<file path="config.mk">
export PLATFORM = sky130hd
export DESIGN_NAME = tick_counter_ctrl
export DESIGN_NICKNAME = d
export VERILOG_FILES = /design/src/rtl/tick_ctrl_pkg.sv /design/src/rtl/tick_counter_ctrl_count_next.sv /design/src/rtl/tick_counter_ctrl.sv
export SDC_FILE = /design/constraint.sdc
export NUM_CORES = 1
export LEC_CHECK = 0
export BUFFER_PORTS_ARGS = -buffer_cell sky130_fd_sc_hd__buf_2
export CORE_MARGIN = 3
export CORE_UTILIZATION = 53
export CTS_CLUSTER_DIAMETER = 120
export CTS_CLUSTER_SIZE = 16
export DETAILED_ROUTE_END_ITERATION = 7
export GPL_ROUTABILITY_DRIVEN = 0
export GPL_TIMING_DRIVEN = 0
export HOLD_SLACK_MARGIN = 0.05
export PLACE_DENSITY = 0.76
export SYNTH_ARGS = -nofsm -noshare
export SYNTH_HDL_FRONTEND = slang
export SYNTH_SLANG_ARGS = --single-unit
</file>
<file path="constraint.sdc">
create_clock -name clk -period 2.8 [get_ports clk]
set_clock_uncertainty 0.05 [all_clocks]
set_input_delay 0.56 -clock clk [delete_from_list [all_inputs] [get_ports clk]]
set_output_delay 0.56 -clock clk [all_outputs]
set_load 0.05 [all_outputs]
</file>
<file path="src/rtl/tick_ctrl_pkg.sv">
// Shared types and constants for the tick counter sequencing controller.
package tick_ctrl_pkg;

  localparam int TICK_WIDTH_DEFAULT = 4;

  localparam logic DIR_UP   = 1'b0;
  localparam logic DIR_DOWN = 1'b1;

  typedef enum logic [1:0] {
    ST_IDLE  = 2'd0,
    ST_RUN   = 2'd1,
    ST_PAUSE = 2'd2,
    ST_DONE  = 2'd3
  } tick_state_e;

endpackage

</file>
<file path="src/rtl/tick_counter_ctrl_count_next.sv">
// Combinational advance rule: next count value and terminal-event flag.
import tick_ctrl_pkg::*;

module count_next #(
  parameter int WIDTH = TICK_WIDTH_DEFAULT
) (
  input  logic [WIDTH-1:0] count,
  input  logic             dir_q,
  input  logic [WIDTH-1:0] lim_q,
  output logic [WIDTH-1:0] next_count,
  output logic             terminal
);

  localparam logic [WIDTH-1:0] ZERO_C = {WIDTH{1'b0}};
  localparam logic [WIDTH-1:0] ONE_C  = WIDTH'(1);

  logic [WIDTH-1:0] start_val_s;
  logic [WIDTH-1:0] term_val_s;

  // Terminal detection precedes the step, so no modular wrap is ever relied on.
  always_comb begin
    start_val_s = ZERO_C;
    term_val_s  = lim_q;
    if (dir_q == DIR_DOWN) begin
      start_val_s = lim_q;
      term_val_s  = ZERO_C;
    end else begin
      start_val_s = ZERO_C;
      term_val_s  = lim_q;
    end
    terminal = (count == term_val_s);
    if (terminal) begin
      next_count = start_val_s;
    end else if (dir_q == DIR_DOWN) begin
      next_count = count - ONE_C;
    end else begin
      next_count = count + ONE_C;
    end
  end

endmodule

</file>
<file path="src/rtl/tick_counter_ctrl.sv">
// Tick counter sequencer: start/pause/step/stop FSM with wrap or hold at terminal.
import tick_ctrl_pkg::*;

module tick_counter_ctrl #(
  parameter int WIDTH       = TICK_WIDTH_DEFAULT,
  parameter bit AUTO_RELOAD = 1'b1
) (
  input  logic             clk,
  input  logic             reset,
  input  logic             tick,
  input  logic             start,
  input  logic             pause,
  input  logic             step,
  input  logic             stop,
  input  logic             dir,
  input  logic [WIDTH-1:0] limit,
  output logic [WIDTH-1:0] count,
  output logic             running,
  output logic             done,
  output logic             wrap
);

  localparam logic [WIDTH-1:0] ZERO_C = {WIDTH{1'b0}};

  tick_state_e      state_r, state_nxt_s;
  logic [WIDTH-1:0] count_r, count_nxt_s;
  logic [WIDTH-1:0] lim_r, lim_nxt_s;
  logic             dir_r, dir_nxt_s;
  logic             wrap_r, wrap_nxt_s;
  logic             running_r, done_r;
  logic             adv_s;
  logic [WIDTH-1:0] adv_val_s;
  logic             term_s;

  count_next #(.WIDTH(WIDTH)) u_count_next (
    .count      (count_r),
    .dir_q      (dir_r),
    .lim_q      (lim_r),
    .next_count (adv_val_s),
    .terminal   (term_s)
  );

  // Next-state, next-count and latch logic; stop overrides every state.
  always_comb begin
    state_nxt_s = state_r;
    count_nxt_s = count_r;
    dir_nxt_s   = dir_r;
    lim_nxt_s   = lim_r;
    wrap_nxt_s  = 1'b0;
    adv_s       = 1'b0;
    if (stop) begin
      state_nxt_s = ST_IDLE;
      count_nxt_s = (dir_r == DIR_DOWN) ? lim_r : ZERO_C;
    end else begin
      case (state_r)
        ST_IDLE, ST_DONE: begin
          // Load from the incoming dir/limit, not the stale latched copies.
          if (start) begin
            dir_nxt_s   = dir;
            lim_nxt_s   = limit;
            count_nxt_s = (dir == DIR_DOWN) ? limit : ZERO_C;
            state_nxt_s = ST_RUN;
          end else begin
            state_nxt_s = state_r;
          end
        end
        ST_RUN: begin
          if (start) begin
            adv_s = tick;
          end else if (pause) begin
            state_nxt_s = ST_PAUSE;
          end else begin
            adv_s = tick;
          end
        end
        ST_PAUSE: begin
          if (start) begin
            state_nxt_s = ST_RUN;
          end else if (pause) begin
            adv_s = 1'b0;
          end else begin
            adv_s = step;
          end
        end
        default: begin
          state_nxt_s = ST_IDLE;
          count_nxt_s = ZERO_C;
        end
      endcase

      if (adv_s) begin
        if (term_s) begin
          wrap_nxt_s = 1'b1;
          if (AUTO_RELOAD) begin
            count_nxt_s = adv_val_s;
          end else begin
            count_nxt_s = count_r;
            state_nxt_s = ST_DONE;
          end
        end else begin
          count_nxt_s = adv_val_s;
        end
      end else begin
        wrap_nxt_s = 1'b0;
      end
    end
  end

  // State, latched settings and registered outputs.
  always_ff @(posedge clk) begin
    if (reset) begin
      state_r   <= ST_IDLE;
      count_r   <= ZERO_C;
      dir_r     <= DIR_UP;
      lim_r     <= ZERO_C;
      wrap_r    <= 1'b0;
      running_r <= 1'b0;
      done_r    <= 1'b0;
    end else begin
      state_r   <= state_nxt_s;
      count_r   <= count_nxt_s;
      dir_r     <= dir_nxt_s;
      lim_r     <= lim_nxt_s;
      wrap_r    <= wrap_nxt_s;
      running_r <= (state_nxt_s == ST_RUN);
      done_r    <= (state_nxt_s == ST_DONE);
    end
  end

  assign count   = count_r;
  assign running = running_r;
  assign done    = done_r;
  assign wrap    = wrap_r;

endmodule
</file>
### Word-level counts from Yosys, hierarchy flattened

Cells that the tools add are included.

* muxes and demuxes: 21
* reduce and logical (&&, ||, !) cells: 8
* equal/unequal tests: 6
* bitwise logic cells: 2
* add/subtract/negate cells: 2

Operators by type and width (count)
* $mux 4: 9
* $mux 2: 4
* $eq 2x2->1 const B: 3
* $mux 1: 6
* $reduce_bool 3->1: 2
* $reduce_or 3->1: 2
* $add 4x1->4 const B: 1
* $eq 2x1->1 const B: 2
* $eq 4x4->1: 1
* $pmux 2 s2: 1
* $sub 4x1->4 const B: 1
* $reduce_and 3->1: 1
* $logic_not 2->1: 1
* $not 1->1: 2
* $pmux 1 s2: 1
* $reduce_and 2->1: 1
* $reduce_or 2->1: 1

* output and inout port bits: 7
* flip-flop bits (word level): 14
* bits of input ports: 12
* word-level logic and storage cells: 46

### Depth between registers and ports, before layout

* depth in word-level cells: 6
* depth in mapped cells: 8
* mapped depth without buffers: 7

### By module

Synthesis repeated with hierarchy kept, for this count alone.

* cells, all modules: 112
* area total of the unflattened synthesis: 967.2 um^2

Modules (own cells, without submodules)
* tick_counter_ctrl: area each 688.2 um^2, sequential area each 280.3 um^2, cells each 76, instances 1
* count_next: area each 279.0 um^2, sequential area each 0.0 um^2, cells each 36, instances 1

### Least setup slack after synthesis

No wires, ideal clock.

* path kind: input to register
* from: input start
* to: register count_r[0], in the netlist count[0]
* arrival: 1919 ps
* required time: 2671 ps
* library setup time: 79 ps
* buffers on the path: 1
* slack: 751 ps
* stages on the path: 6
* cell sequence: buf_6 > nand3b_4 > a221o_1 > mux2_4 > o31a_1 > a211oi_2

* word-level cells in the longest chain between the ends: 5
* elaborated cells on any way between the ends: 9
* classes of those cells: 6 x mux; 3 x reduce/logical

RTL lines
* start: declaration: RTL line tick_counter_ctrl.sv:11 `input logic start,`
* $mux 1, on equally long branches: RTL line tick_counter_ctrl.sv:77, tick_counter_ctrl.sv:68
* $pmux 1 s2: RTL line tick_counter_ctrl.sv:55 `case (state_r)`
* $mux 1: RTL line tick_counter_ctrl.sv:51 `if (stop) begin`
* $reduce_bool 3->1 (no line) / $mux 4 (equally long branches)
* $reduce_and 2->1 (no line) / $mux 4 (equally long branches)
* end signal: assignment: RTL line tick_counter_ctrl.sv:121 `count_r <= count_nxt_s;`
* end: declaration: RTL line tick_counter_ctrl.sv:26 `logic [WIDTH-1:0] count_r, count_nxt_s;`

Parallel ways exist; a longest one is shown, timed or not. The select of a mux whose other input is x is not followed.
A chain may end at the register's enable or synchronous reset.

### Worst setup path after layout

* from: register state_r[0]
* to: register count_r[0], in the netlist count[0]

* word-level cells in the longest chain between the ends: 5
* elaborated cells on any way between the ends: 12
* classes of those cells: 3 x eq/ne; 4 x mux; 5 x reduce/logical

RTL lines
* start: declaration: RTL line tick_counter_ctrl.sv:25 `tick_state_e state_r, state_nxt_s;`
* start signal: assignment: RTL line tick_counter_ctrl.sv:120 `state_r <= state_nxt_s;`
* $eq 2x2->1 / $eq 2x1->1 (equally long branches): RTL line tick_counter_ctrl.sv:55
* $pmux 1 s2: RTL line tick_counter_ctrl.sv:55
* $mux 1: RTL line tick_counter_ctrl.sv:51
* $reduce_bool 3->1 (no line) / $mux 4 (equally long branches)
* $reduce_and 2->1 (no line) / $mux 4 (equally long branches)

Parallel ways exist; a longest one is shown, timed or not. The select of a mux whose other input is x is not followed.

==> results by stage <==
Outcome:
- The flow ran to the end, and the final reports show no timing, DRC or antenna violations.

Logic synthesis:
- The number of synthesis warnings is 0.
- The most frequent cell after synthesis is dfxtp_1.
- In the synthesized netlist, the cells that appear most often are 14 x dfxtp_1, 12 x nor2_1, 10 x nand2_1, 7 x inv_1.
- Synthesis inferred 14 register bits.
- Sorting the synthesized cells by area gives the leading types as dfxtp_1 30%, ha_1 6.6%, mux2i_1 5.3%, nor2_1 4.7%, nand2_1 4.0%.
- The fraction of post-synthesis cell area in the top cell type by area is 29.5%.
- After synthesis, the share of flip-flops with an asynchronous set or reset is 0%.
- The number of nets in the synthesized netlist is 130.
- The number of synthesized flops with an enable pin is 0.
- The synthesized netlist contains 37 unique library cells.
- Averaged over all synthesized cells, the footprint is 8.48 sq um.
- Synthesis produced 112 cells.
- The leading register cell type out of synthesis is dfxtp_1.
- The sequential cell area fraction in the yosys report is 29.5%.
- The largest area contributor in the synthesized netlist is dfxtp_1.
- The mapped netlist covers 950 sq um.

Place:
- The HPWL after detailed placement is approximately 1600 microns.
- The number of port buffers is 17.
- Summing all placed instances gives a cell area of 1060 sq um.

Global routing:
- Summed over all layers, the global routing overflow is 0.
- Entering global routing, the biggest net connects 11 pins.
- The global-route track usage on met2 is 29.6%.
- The first global-routing pass estimated 3630 microns of wire.
- The via count of the first global-routing pass is 850.
- The layer carrying the most global-route usage is met2.
- Global routing used 18.7% of the available tracks.
- The initial antenna violation count is 0.
- The met3 track utilization from global routing is under 10%.
- For this run, global-route usage on met1 was measured as 25.6%.

Floorplan:
- The die covers approximately 2300 sq um.
- The initial utilization of the core area, before any placement, comes to 59.6%.
- The floorplan step set the die width to 48.3 microns.
- The total area inside the core boundary comes to 1590 sq um.
- The number of rows created at floorplan is 14.
- The overall die height is slightly below 50 microns.
- 19 I/O pins were placed.

Min path:
- The worst min-delay path category is primary input to flop.

Final layout:
- The multi-input combinational cells in the finished layout cover a total of slightly above 600 sq um.
- 0 antenna diodes ended up in the layout.
- For this run, the post-layout net count is 152.
- Cells fill 68.2% of the core in the end.
- The layout filler cell count is 129.
- From synthesis to final layout, the design area changed by 14.5%.
- After routing the design area is between 1000 and 1500 sq um.
- Cells with a size suffix above 1 make up 22.7% of the layout.
- Registers take approximately 280 sq um.

Pwr:
- Of the total power, combinational logic draws 23.4%.
- Registers are responsible for 50.3% of the overall power.
- Net switching is 31.5% of the power.
- The worst-case IR drop observed on VDD is 0.350 mV.
- In this run the static leakage power is about 0.51 nW.
- The total design power is 438 uW.
- The internal power is 300 uW.
- For this design the total switching power over the nets is 138 uW.
- The clock share of power is 26.3%.
- The power per cell area is 403 nW/um^2.

Timing:
- The total count of max-transition violations in the final report is 0.
- Setup violations remaining at the end of the flow were counted as 0.
- After routing, the total negative slack on setup checks comes to 0 ps.
- The worst hold margin is approximately 480 ps.
- The maximum clock frequency is 461 MHz.
- The actual slew at the worst max-slew pin is 441 ps.
- The count of endpoints failing hold in the final timing report is 0.
- Setup repair after global routing left no endpoint under its margin.
- The time the final worst path needs with I/O delays and setup is 2170 ps.
- The worst path uses 77.5% of the clock period.
- The worst pin sits at a relative slew slack of 70.6%.

Drt:
- The detail route stage leaves a number of antenna-violating nets equal to 0.
- The number of design rule violations left after detail routing is 0.
- Detailed routing inserted a total of 880 vias.
- The number of detailed-routing iterations run before antenna repair is 4.
- The vias per cell is 5.64.
- In the final routed layout, each cell accounts on average for 12.9 microns.
- The detailed router finished its first iteration with 25 violations.
- After detailed routing, the total wire length is between 2000 and 2500 microns.

Critical path:
- STA classifies the critical path startpoint as a flop.
- The setup slack of the worst register-to-register path is 630 ps.
- The classification of the worst setup path is flop to flop.
- STA puts the critical path data required time at just under 3000 ps.
- The arrival time of data at the critical path endpoint is 2330 ps.
- STA classifies the critical path endpoint as a flop.
- The largest fanout of any net on the critical path is 8.

Clock network:
- The total clock sinks is 14.
- The source-to-sink clock delay at the later pin of the worst-skew pair is 280 ps.
- The TritonCTS clock tree is yes.
- The number of H-tree branching levels is 1.
- The clock tree buffer depth is 2.
- The total setup buffers inserted after CTS is 0.
- Hold repair after CTS inserted 0 buffers.
- Clock tree synthesis inserted a total of 3 buffers.
- The clock slew seen by the registers of the worst setup and hold paths is 80 ps.
- The library cell used as clock root buffer is clkbuf_4.
- The number of instances resized during post-cts repair is 0.

Job:
- Max-cap violations in this run came to 0.
final cells by class:
| type | count | area share [%] |
|---|---|---|
| plain buffers | 6 | 2.99 |
| clock buffers | 3 | 2.07 |
| inverters | 7 | 2.42 |
| multi-input cells | 85 | 56.2 |
| flip-flops and latches | 14 | 25.8 |
| well taps | 24 | 2.76 |
| repair buffers | 17 | 7.83 |
logic make-up after synthesis:
| family | count (synthesis) | synth area share [%] |
|---|---|---|
| and+or+nand+nor | 41 | 23.7 |
| AOI/OAI and AO/OA | 27 | 20.4 |
| DFF | 14 | 29.5 |
| buffers and inverters | 13 | 6.19 |
| muxes | 6 | 6.85 |
| adders and majority gates | 6 | 8.70 |
| xor gates and xnor gates | 5 | 4.61 |
critical path, cell delays in order (launching register included):
cell	delay, ps
dfxtp_1	370
inv_1	70
ha_1	280
clkbuf_1	190
a221o_1	380
mux2_4	320
o31a_1	240
a211oi_2	200
final timing paths:
| path | cells past startpoint | startpoint | endpoint |
|---|---|---|---|
| worst max-delay path | 7 | state_r[0] | count[0] |
| worst min-delay path | 3 | limit[3] | lim_r[3] |
| worst max register to register | 7 | state_r[0] | count[0] |
| worst min register to register | 2 | lim_r[0] | lim_r[0] |
per-layer routing:
layer  vias to the layer above  share of wire (%)  routed length [microns]
met5                         -                  0                        0
met4                         0                1.3                       26
met3                         2                6.6                      132
met2                        32                 44                      890
met1                       406                 48                      963
li1                        440                  -                        -
registers in the layout, indices dropped and copies added (netlist names):
signal and cells:
dir_r 1, running 1, state_r 2, done 1, count 4, lim_r 4
wrap 1
power groups by stage:
stage               Sequential [mW]  Combinational (mW)  Clock, mW
floorplan                     0.237              0.0621          0
global placement              0.224               0.100          0
CTS                           0.220               0.102      0.119
global route                  0.222               0.115      0.130
detailed placement            0.225               0.101          0
finish                        0.220               0.103      0.115
placed cells by master (no fill, tap or decap), types with 3 or more instances in the layout:
cell      count
nand3_1       3
or2_2         3
nand2_1      10
mux2i_1       5
dfxtp_1      14
o21ai_0       5
clkbuf_4      3
nand3b_1      3
buf_2        19
o22ai_1       4
a21oi_1       4
nor2_1       12
clkbuf_1      3
xor2_1        3
ha_1          5
inv_1         7
stage by stage:
step / cells / setup slack (ps)
floorplan: 112 / 751
global placement: 153 / 661
detailed placement: 153 / 662
CTS: 156 / 649
global route: 156 / 506
finish: 156 / 629
(Power assumes the default switching activity.)
